[config.mk]
export PLATFORM = sky130hd
export DESIGN_NAME = muldiv_unit
export DESIGN_NICKNAME = d
export VERILOG_FILES = /design/src/rtl/muldiv_unit.sv
export SDC_FILE = /design/constraint.sdc
export NUM_CORES = 1
export LEC_CHECK = 0
export ABC_AREA = 1
export BUFFER_PORTS_ARGS = -buffer_cell sky130_fd_sc_hd__buf_2
export CAP_MARGIN = 20
export CORE_MARGIN = 4
export CORE_UTILIZATION = 42
export DETAILED_ROUTE_END_ITERATION = 10
export PLACE_DENSITY = 0.61
export SYNTH_ARGS = -nofsm -noshare
export SYNTH_HDL_FRONTEND = slang
export SYNTH_SLANG_ARGS = --single-unit
[constraint.sdc]
create_clock -name clk -period 11.85 [get_ports clk]
set_input_delay 0.5925 -clock clk [delete_from_list [all_inputs] [get_ports clk]]
set_output_delay 0.5925 -clock clk [all_outputs]
set_load 0.01 [all_outputs]
[src/rtl/muldiv_unit.sv]
// HI/LO multiply/divide unit: 32-cycle shift-add multiply and restoring divide on magnitudes, sign fixup in FIX.
// Optional build macro MULDIV_UNIT_FAST_MUL_EN: single-cycle combinational multiply, commit at acceptance.
module muldiv_unit (
  input  logic        clk,
  input  logic        rst,
  input  logic        start,
  input  logic [2:0]  op,
  input  logic [31:0] rs_data,
  input  logic [31:0] rt_data,
  output logic        busy,
  output logic        done,
  output logic [31:0] hi,
  output logic [31:0] lo
);

  localparam int DATA_W = 32;

  localparam logic [2:0] OP_MULT  = 3'b000;
  localparam logic [2:0] OP_MULTU = 3'b001;
  localparam logic [2:0] OP_DIV   = 3'b010;
  localparam logic [2:0] OP_DIVU  = 3'b011;
  localparam logic [2:0] OP_MTHI  = 3'b100;
  localparam logic [2:0] OP_MTLO  = 3'b101;

  typedef enum logic [1:0] {IDLE, MUL, DIV, FIX} state_t;

  state_t                  state, state_nxt;
  logic [4:0]              iter_cnt;
  logic [2*DATA_W-1:0]     acc;       // mul: {partial, multiplier}; div: {remainder, dividend/quotient}
  logic [DATA_W-1:0]       opb;
  logic                    neg_q, neg_r, div_zero, op_div;
  logic                    accept;
  logic [DATA_W:0]         mul_sum;
  logic [DATA_W:0]         div_diff;

  function automatic logic [DATA_W-1:0] mag(input logic [DATA_W-1:0] v, input logic sgn);
    logic signed [DATA_W-1:0] s;
    s = $signed(v);
    return (sgn && s < 0) ? DATA_W'(-s) : v;
  endfunction

  function automatic logic [DATA_W-1:0] fix32(input logic [DATA_W-1:0] v, input logic neg);
    logic signed [DATA_W-1:0] s;
    s = $signed(v);
    return neg ? DATA_W'(-s) : v;
  endfunction

  function automatic logic [2*DATA_W-1:0] fix64(input logic [2*DATA_W-1:0] v, input logic neg);
    logic signed [2*DATA_W-1:0] s;
    s = $signed(v);
    return neg ? (2*DATA_W)'(-s) : v;
  endfunction

`ifdef MULDIV_UNIT_FAST_MUL_EN
  function automatic logic [2*DATA_W-1:0] mul_fast(input logic [DATA_W-1:0] a,
                                                   input logic [DATA_W-1:0] b,
                                                   input logic sgn);
    logic signed [2*DATA_W-1:0] sa, sb;
    sa = $signed({{DATA_W{sgn & a[DATA_W-1]}}, a});
    sb = $signed({{DATA_W{sgn & b[DATA_W-1]}}, b});
    return (2*DATA_W)'(sa * sb);
  endfunction
`endif

  assign accept   = start && (state == IDLE) && (op != 3'b110) && (op != 3'b111);
  assign busy     = (state != IDLE);
  assign mul_sum  = {1'b0, acc[2*DATA_W-1:DATA_W]} + {1'b0, (acc[0] ? opb : {DATA_W{1'b0}})};
  assign div_diff = {acc[2*DATA_W-1:DATA_W], acc[DATA_W-1]} - {1'b0, opb};

  always_comb begin
    state_nxt = state;
    case (state)
      IDLE: begin
        if (accept) begin
          if (op == OP_DIV || op == OP_DIVU) begin
            state_nxt = DIV;
          end else if (op == OP_MULT || op == OP_MULTU) begin
`ifdef MULDIV_UNIT_FAST_MUL_EN
            state_nxt = IDLE;
`else
            state_nxt = MUL;
`endif
          end
        end
      end
      MUL:     if (iter_cnt == 5'd31) state_nxt = FIX;
      DIV:     if (iter_cnt == 5'd31) state_nxt = FIX;
      FIX:     state_nxt = IDLE;
      default: state_nxt = IDLE;
    endcase
  end

  always_ff @(posedge clk or posedge rst) begin
    if (rst) begin
      state    <= IDLE;
      done     <= 1'b0;
      hi       <= '0;
      lo       <= '0;
      iter_cnt <= '0;
      acc      <= '0;
      opb      <= '0;
      neg_q    <= 1'b0;
      neg_r    <= 1'b0;
      div_zero <= 1'b0;
      op_div   <= 1'b0;
    end else begin
      state <= state_nxt;
      done  <= 1'b0;
      case (state)
        // acceptance: capture magnitudes and sign info, or commit single-cycle ops
        IDLE: begin
          if (accept) begin
            iter_cnt <= '0;
            case (op)
              OP_MTHI: begin
                hi   <= rs_data;
                done <= 1'b1;
              end
              OP_MTLO: begin
                lo   <= rs_data;
                done <= 1'b1;
              end
              OP_MULT, OP_MULTU: begin
`ifdef MULDIV_UNIT_FAST_MUL_EN
                {hi, lo} <= mul_fast(rs_data, rt_data, ~op[0]);
                done     <= 1'b1;
`else
                acc    <= {{DATA_W{1'b0}}, mag(rt_data, ~op[0])};
                opb    <= mag(rs_data, ~op[0]);
                neg_q  <= ~op[0] & (rs_data[DATA_W-1] ^ rt_data[DATA_W-1]);
                neg_r  <= 1'b0;
                op_div <= 1'b0;
`endif
              end
              OP_DIV, OP_DIVU: begin
                acc      <= {{DATA_W{1'b0}}, mag(rs_data, ~op[0])};
                opb      <= mag(rt_data, ~op[0]);
                neg_q    <= ~op[0] & (rs_data[DATA_W-1] ^ rt_data[DATA_W-1]);
                neg_r    <= ~op[0] & rs_data[DATA_W-1];
                div_zero <= (rt_data == '0);
                op_div   <= 1'b1;
              end
              default: ;
            endcase
          end
        end
        // iteration: one shift-add step per cycle
        MUL: begin
          acc      <= {mul_sum, acc[DATA_W-1:1]};
          iter_cnt <= iter_cnt + 5'd1;
        end
        // iteration: one restoring-division step per cycle
        DIV: begin
          if (!div_diff[DATA_W])
            acc <= {div_diff[DATA_W-1:0], acc[DATA_W-2:0], 1'b1};
          else
            acc <= {acc[2*DATA_W-2:0], 1'b0};
          iter_cnt <= iter_cnt + 5'd1;
        end
        // fixup and commit
        FIX: begin
          if (op_div) begin
            lo <= div_zero ? {DATA_W{1'b1}} : fix32(acc[DATA_W-1:0], neg_q);
            hi <= fix32(acc[2*DATA_W-1:DATA_W], neg_r);
          end else begin
            {hi, lo} <= fix64(acc, neg_q);
          end
          done <= 1'b1;
        end
        default: ;
      endcase
    end
  end

endmodule

## Yosys cells after proc, flatten, opt, wreduce, memory -nomap -nowiden

Index checks and enable logic that the tools add are counted.

- Bits of input ports: 70
- Output and inout port bits: 66
- Bits in writable memories: 0
- Memories kept: 0
- Latch bits: 0
- Logic and storage cells: 102
- Bits in read-only memories: 0
- Register bits: 172

- Eq/ne operators: 17
- $add $sub $neg: 8
- Multiplexer cells: 32
- Reduce and logical (&&, ||, !) cells: 28
- Magnitude comparators: 2
- Bitwise operators: 4
- Shift operators: 0
- Multipliers: 0
- Div/mod/pow operators: 0

Operators by type and width:

| kind | count |
|---|---|
| $mux W32 | 12 |
| $mux W64 | 3 |
| $pmux W32 S2 | 3 |
| $pmux W64 S3 | 1 |
| $neg A32 Y32 | 4 |
| $pmux W64 S2 | 1 |
| $lt A32 B1 Y1 const B | 2 |
| $neg A64 Y64 | 1 |
| $add A32 B32 Y33 | 1 |
| $sub A33 B32 Y33 | 1 |
| $logic_not A32 Y1 | 1 |
| $reduce_and A3 Y1 | 7 |
| $pmux W5 S2 | 1 |
| $mux W2 | 4 |
| $reduce_bool A2 Y1 | 4 |
| $reduce_or A2 Y1 | 4 |
| $eq A3 B2 Y1 const B | 2 |
| $eq A3 B3 Y1 const B | 2 |
| $ne A2 B1 Y1 const B | 3 |
| $ne A3 B1 Y1 const B | 2 |
| $ne A3 B3 Y1 const B | 2 |
| $pmux W1 S2 | 3 |
| $pmux W2 S3 | 1 |
| $add A5 B1 Y5 const B | 1 |
| other kinds (17) | 25 |

## Longest topological paths before layout

Gate-level depths: netlist (run 1).

- Depth in word-level cells: 6
- Mapped depth: 21
- Gate-level depth less buffers: 19

## Least setup slack after synthesis (run 1)

Ideal clock, no wire load.

- Kind: reg2reg
- Start point: register acc[0]
- End point: register acc[61]
- Period minus slack after synthesis: 2.630 ns
- Cell stages (with the launch flop): 22
- Required time: 11.733 ns
- Data arrival time: 2.513 ns
- Slack: 9.220 ns
- Path buffers: 2
- Library setup time: 0.117 ns
- Path through: dfrtp_1 > buf_2 > clkbuf_1 > nand2_1 > inv_1 > ha_1 > inv_1 > fa_1 > inv_1 > nand2_1 > o21ai_0 > nand2_1 > nand2_1 > nand3_1 > nand2_1 > nand2_1 > nand2_1 > nand2_1 > nand3_1 > nand2_1 > nand2_1 > nand2_1

- Cells in the longest elaborated chain, start to end: 3

Ends and longest elaborated chain:

| element | RTL line | source |
|---|---|---|
| start, declared | 29 | `logic [2*DATA_W-1:0] acc;` |
| start signal, assigned | 128 | `acc <= {{DATA_W{1'b0}}, mag(rt_data, ~op[0])};` |
| start signal, assigned | 136 | `acc <= {{DATA_W{1'b0}}, mag(rs_data, ~op[0])};` |
| start signal, assigned | 149 | `acc <= {mul_sum, acc[DATA_W-1:1]};` |
| $mux W32 | 67 | `assign mul_sum = {1'b0, acc[2*DATA_W-1:DATA_W]} + {1'b0, (acc[0] ? opb : {DATA_W{1'b0}})};` |
| $add A32 B32 Y33 | 67 |  |
| $pmux W64 S3 | 109 | `case (state)` |

No other way between the ends.
A chain may end at the register's enable or synchronous reset.

## Worst setup path after layout (run 1)

- Start point: register state[0]
- End point: register acc[23]

- Cells in the longest elaborated chain, start to end: 6
- Elaborated cells between the ends (all ways): 11
- Those cells by class: eq/ne: 4; mux: 1; reduce/logical: 6

Ends and longest elaborated chain:

| element | RTL line | source |
|---|---|---|
| start, declared | 27 | `state_t state, state_nxt;` |
| start signal, assigned | 107 | `state <= state_nxt;` |
| $logic_not A2 Y1 | 65, 109 |  |
| $logic_and A1 B1 Y1 (3 in a row) | 65 | `assign accept = start && (state == IDLE) && (op != 3'b110) && (op != 3'b111);` |
| $ne A2 B2 Y1 (no source line) | -- |  |
| $reduce_and A3 Y1 (no source line) | -- |  |

Parallel ways exist; a longest one is shown, timed or not.

==> results of run 1 <==
-- synth_stat cells, types with 3 or more instances --
master       n
or2_2       10
and2_1       4
nand3b_1    22
clkbuf_1    57
a21o_1       6
o22ai_1     33
xnor2_1     10
a21oi_1    156
buf_2       33
nand2_1   1015
nand3_1    295
o221ai_1    13
ha_1        75
nor2_2      10
nand2_2     11
inv_1      422
xor2_1      47
o21bai_1    12
nand3_2      3
nor3_1      28
dfrtp_1    172
nor4_1       3
o21ai_1     11
nor2_4       4
a31oi_1     14
o31ai_1      5
buf_1        7
nor2_1     383
nand4_1     33
o21ai_0    159
o21a_1       7
a22oi_1     11
o211ai_1    33
inv_2        6
clkinv_1     3
-- worst max-delay path by stage --
stage                               from             endpoint  slack, ns  cells after the start
floorplan                            rst   acc[0]$_DFFE_PP0P_       6.60                      1
global placement    state[0]$_DFFE_PP0P_  acc[20]$_DFFE_PP0P_       7.41                     10
detailed placement  state[0]$_DFFE_PP0P_  acc[17]$_DFFE_PP0P_       7.64                     11
CTS                 state[0]$_DFFE_PP0P_  acc[17]$_DFFE_PP0P_       7.62                     11
global route        state[1]$_DFFE_PP0P_  acc[17]$_DFFE_PP0P_       7.31                     11
finish              state[0]$_DFFE_PP0P_  acc[23]$_DFFE_PP0P_       7.59                     10
-- cell families (layout without fill, tap and decap cells) --
logic type,Yosys count,count (layout),synth area share
AND/OR/NAND/NOR,1826,1826,0.4201
buffers and inverters,531,618,0.1136
AO/OA/AOI/OAI,466,466,0.1464
flip-flops,172,172,0.2381
adder cells (fa/ha/maj),77,77,0.05414
XOR/XNOR,57,57,0.02762
other,0,1,0
-- where the power goes --
part	total, mW	switching, mW	internal, mW
clock	0.644	0.286	0.357
sequential	1.34	0.462	0.876
combinational	4.98	3.51	1.47
-- per-layer routing --
layer / track usage / up-vias / wire length [microns] / share of wire
met5: 0 / - / 12 / 0.00015
met4: 0.1967 / 2 / 5509 / 0.067
met3: 0.07862 / 250 / 8771 / 0.11
met2: 0.5071 / 1193 / 33930 / 0.41
met1: 0.4783 / 10024 / 34490 / 0.42
li1: - / 10200 / - / -
-- registers in the layout (all words and copies together), names as in the netlist --
| signal | cells |
|---|---|
| state | 2 |
| done | 1 |
| opb | 32 |
| div_zero | 1 |
| op_div | 1 |
| neg_r | 1 |
| neg_q | 1 |
| lo | 32 |
| iter_cnt | 5 |
| acc | 64 |
| hi | 32 |
-- metrics by stage --
stage,hold slack (ns),utilization
after CTS,0.1768,0.4686
after detailed placement,0.4775,0.4537
after global placement,0.4664,0.4533
after floorplan,0.4467,-
final,0.1645,0.4687
after global routing,0.2027,0.4686
-- final cells by class --
cell class              instances  area, sq um  share of cell area
diodes                          1        2.502           0.0001264
clock buffers                  18        429.2             0.02168
clock inverters                14        201.4             0.01018
inverters                     431         1623             0.08200
multi-input cells            2426        11720              0.5924
flip-flops and latches        172         4304              0.2175
well taps                     539        674.4             0.03408
repair buffers                155        833.3             0.04210
==> flow_summary.ini, run 1 <==
[worst_setup_path]
reg2regPathDepth = 10
regToRegStartpoint = state[0]$_DFFE_PP0P_
crit_type = reg2reg
worstPathRequired_ns = 12.22
crit_arrival_ns = 4.63
r2r_end = acc[23]$_DFFE_PP0P_
cp.buffers_inverters = 3
slowest_stage = inv_1
ff2ff_setup_slack_ns = 7.59
start_kind = flop
path_delay_family = simple AND/OR/NAND/NOR gates
max_stage_delay_ns = 0.92
crit_path_end_kind = flop
path_cells = inv_1 > ha_1 > nand2_1 > nor2_4 > inv_2 > nand2_1 > nand2_2 > inv_1 > o21ai_0 > o21bai_1
worstPathMaxFanout = 44

[global_routing]
grt_pass1_wl_mm = 123.6
grtUsageTotal = 0.3489
grt-ovfl-total = 0
grt_max_degree = 64
antenna_found_initial = 1
first_global_vias = 20035

[placement]
port_buffers = 135
dp_cells = 3723
gp_congestion = 1.057
dpl-instance-area_sq_mm = 0.01916
dp_slack_ns = 7.636
dp_hpwl_mm = 66.30

[yosys]
syn_area_per_cell_sq_um = 5.776
synth_top_area_cell = dfrtp_1
ys_types = 48
synthCells = 3129
ys_seq_elements = 172
synth_fp_nets = 3276
syn_area_sq_mm = 0.01807
synth_edf_count = 0
netlist_top_cells_area = dfrtp_1, nand2_1, inv_1, nand3_1, nor2_1
seq_area_frac_synth = 0.2381
synth_top_area_frac = 0.2381
ys.warnings.count = 0
synthArstFlopShare = 1.000
synth_flop_cell = dfrtp_1

[timing]
final_hold_viol_count = 0
slew_violations = 0
tightest_slew_ns = 1.155
fmax_mhz = 234.7
maxSlewHeadroom = 0.2297
period_needed_ns = 4.260
setup_ws_ns = 7.590
rsz0062_at_grt = no
final.setup.tns_ns = 0
skew_ns = 0.01314
setup_viol = 0
fin_crit_sh = 0.3595

[cts]
root_buffer = clkbuf_16
cts_sinks = 172
post_cts_resized = 0
clk_latency_ns = 0.49
cts.path.max_buffers = 2
cts_post_setup_buffers_inserted = 0
ctsHoldBuffers = 0
cts_max_level = 4
clkTransAtPathRegs_ns = 0.08
numCtsBuffers = 17
cts_tree = yes

[floorplan]
die_area_sq_mm = 0.04641
die_h_microns = 215.4
ios = 136
start_util = 0.4280
die_w_microns = 215.4
num_rows = 75
design.core.area_sq_mm = 0.04223

[routing]
wirelength_mm = 82.72
vias = 21669
postRouteAntennaNets = 0
dr.first_iter.drc_count = 2885
first_pass_iters = 6
wl_per_cell_microns = 22.02
drc = 0
via_per_inst = 5.769

[finish]
drive_gt1_frac = 0.07432
mostFrequentLayoutCells = nand2_1, inv_1, nor2_1
syn_to_final_growth_pct = 9.505
nets = 3350
final_cells = 3756
stdcell_area_sq_mm = 0.01979
nFillCells = 4567
final_common_cell = nand2_1

[worst_hold_path]
min_path_type = in2async

[power_and_ir_drop]
p_per_area_mw_per_mm2 = 351.9
finalPower_mw = 6.965
peakVddDrop_mv = 0.1816
power.leakage_nw = 10.67

[flow_run]
cap_violations = 0

[status]
status = complete, no violations
Note: power is estimated with default switching activity, not from simulation.
==> run 2, diff against run 1 <==
--- a/config.mk
+++ b/config.mk
@@ -11,7 +11,7 @@
 export CORE_MARGIN = 4
 export CORE_UTILIZATION = 42
 export DETAILED_ROUTE_END_ITERATION = 10
-export PLACE_DENSITY = 0.61
+export PLACE_DENSITY = 0.63
 export SYNTH_ARGS = -nofsm -noshare
 export SYNTH_HDL_FRONTEND = slang
 export SYNTH_SLANG_ARGS = --single-unit
==> constraint.sdc (replaced) <==
create_clock -name clk -period 3.5 [get_ports clk]
set_input_delay 0.175 -clock clk [delete_from_list [all_inputs] [get_ports clk]]
set_output_delay 0.175 -clock clk [all_outputs]
set_load 0.01 [all_outputs]
==> flow_summary.ini, run 2 (same netlist as run 1, synthesis figures left out) <==
[status]
status = complete, no violations

[finish]
final_common_cell = nand2_1
regMostFlops = acc
nFillCells = 4643
nets = 3387
largest_register_ffs = 64
multi_input_area_sq_mm = 0.01172
mostFrequentLayoutCells = nand2_1, inv_1, nor2_1
num_antenna_cells = 0
drive_gt1_frac = 0.08185
ff_latch_area_sq_mm = 0.004304
syn_to_final_growth_pct = 10.65
stdcell_area_sq_mm = 0.02000
final_cells = 3789

[cts]
cts_max_level = 4
cts_sinks = 172
post_cts_resized = 0
clk_latency_ns = 0.50
clkTransAtPathRegs_ns = 0.07
root_buffer = clkbuf_16
cts.path.max_buffers = 2
cts_post_setup_buffers_inserted = 0
numCtsBuffers = 17
cts_tree = yes

[timing]
rsz0062_at_grt = no
period_needed_ns = 3.108
final.setup.tns_ns = 0
fmax_mhz = 321.8
slew_violations = 0
maxSlewHeadroom = 0.3265
setup_viol = 0
setup_ws_ns = 0.3921
final_hold_viol_count = 0
skew_ns = 0.01174
fin_crit_sh = 0.8880
tightest_slew_ns = 1.009

[worst_setup_path]
worstPathRequired_ns = 3.89
ff2ff_setup_slack_ns = 0.39
worstPathMaxFanout = 14
regToRegStartpoint = acc[57]$_DFFE_PP0P_
crit_type = reg2reg
crit_arrival_ns = 3.50
crit_path_end_kind = flop
r2r_end = acc[59]$_DFFE_PP0P_
reg2regPathDepth = 16
start_kind = flop

[routing]
postRouteAntennaNets = 0
wirelength_mm = 86.55
via_per_inst = 5.758
dr.first_iter.drc_count = 2557
drc = 0
vias = 21816
first_pass_iters = 6
wl_per_cell_microns = 22.84

[global_routing]
grt_pass1_wl_mm = 127.8
antenna_found_initial = 2
first_global_vias = 20228
grt_max_degree = 111
grt-ovfl-total = 0
grtUsageTotal = 0.3651

[floorplan]
design.core.area_sq_mm = 0.04223
num_rows = 75
ios = 136
die_area_sq_mm = 0.04641
die_h_microns = 215.4
die_w_microns = 215.4
start_util = 0.4280

[placement]
port_buffers = 135
gp_congestion = 1.019
dp_cells = 3756
dpl-instance-area_sq_mm = 0.01942
dp_hpwl_mm = 70.71
dp_slack_ns = 0.5018

[worst_hold_path]
holdPathEnd = opb[0]$_DFFE_PP0P_
min_path_cells = 3
min_path_type = in2reg
min_from = rt_data[0]

[power_and_ir_drop]
p_per_area_mw_per_mm2 = 1193
power.leakage_nw = 10.81
peakVddDrop_mv = 0.5624

[flow_run]
cap_violations = 0
## run 2: cell types whose count changed in the layout (fill, tap and decap cells not counted), sizes merged
cell	before	now
buf	155	188
inv	435	430
dlygate4sd3	0	4
bufinv	4	1
clkbuf	18	21
clkinvlp	1	4
clkinv	5	4
diode	1	0
## run 2: metal layers
metal  vias up  part of all wire  GRT usage
met2      1009              0.42     0.5400
met4         4             0.051     0.1626
met1     10333              0.44     0.5097
met3       185             0.093    0.08312
li1      10285                 -          -
met5         -           0.00031          0
## run 2: layout make-up
cell class	count	share of cell area
Sequential cell	172	0.2152
Clock inverter	8	0.004380
Timing Repair Buffer	192	0.05694
Clock buffer	21	0.02252
Tap cell	539	0.03372
Inverter	431	0.08109
Multi-Input combinational cell	2426	0.5861
## run 2: worst max-delay path, cell delays in order, from the launching register on
cell     delay [ns]
dfrtp_1        0.75
ha_1           0.42
nand2_1        0.12
inv_1          0.06
nand2_1        0.08
inv_1          0.06
nand2_1        0.13
inv_1          0.07
a21oi_2        0.25
nand2_2        0.11
nand2_2        0.18
buf_4          0.26
nand3_1        0.20
nand3_1        0.15
nand2_1        0.06
nand2_1        0.06
nand2_1        0.05
## run 2: how the worst max path moves through the flow
stage / start / to / slack, ns / cells after the start
after CTS: acc[57]$_DFFE_PP0P_ / acc[56]$_DFFE_PP0P_ / 0.50 / 16
after global placement: acc[57]$_DFFE_PP0P_ / acc[56]$_DFFE_PP0P_ / 0.54 / 16
final: acc[57]$_DFFE_PP0P_ / acc[59]$_DFFE_PP0P_ / 0.39 / 16
after detailed placement: acc[57]$_DFFE_PP0P_ / acc[59]$_DFFE_PP0P_ / 0.50 / 16
after global routing: acc[32]$_DFFE_PP0P_ / acc[35]$_DFFE_PP0P_ / 0.22 / 18
after floorplan: acc[0]$_DFFE_PP0P_ / acc[61]$_DFFE_PP0P_ / 0.87 / 21
## run 2: per-stage QoR
step | power, mW | util | hold WS (ns)
final | 23.85 | 0.4736 | 0.05787
after global routing | 25.77 | 0.4736 | 0.04415
after CTS | 23.36 | 0.4736 | 0.02246
after detailed placement | 21.38 | 0.4599 | 0.3886
after global placement | 21.41 | 0.4599 | 0.3707
after floorplan | 15.23 | - | 0.2731
## run 2: timing repair
action                                  4_1_cts  5_1_grt
endpoints found under the hold margin       133        0
endpoints found under the setup margin        0        0
hold buffers                                  4        0
## run 2: power by group
part	switching [mW]	total (mW)	internal (mW)
clock network	0.932	1.92	0.992
registers	1.26	4.24	2.97
logic	12.5	17.7	5.22
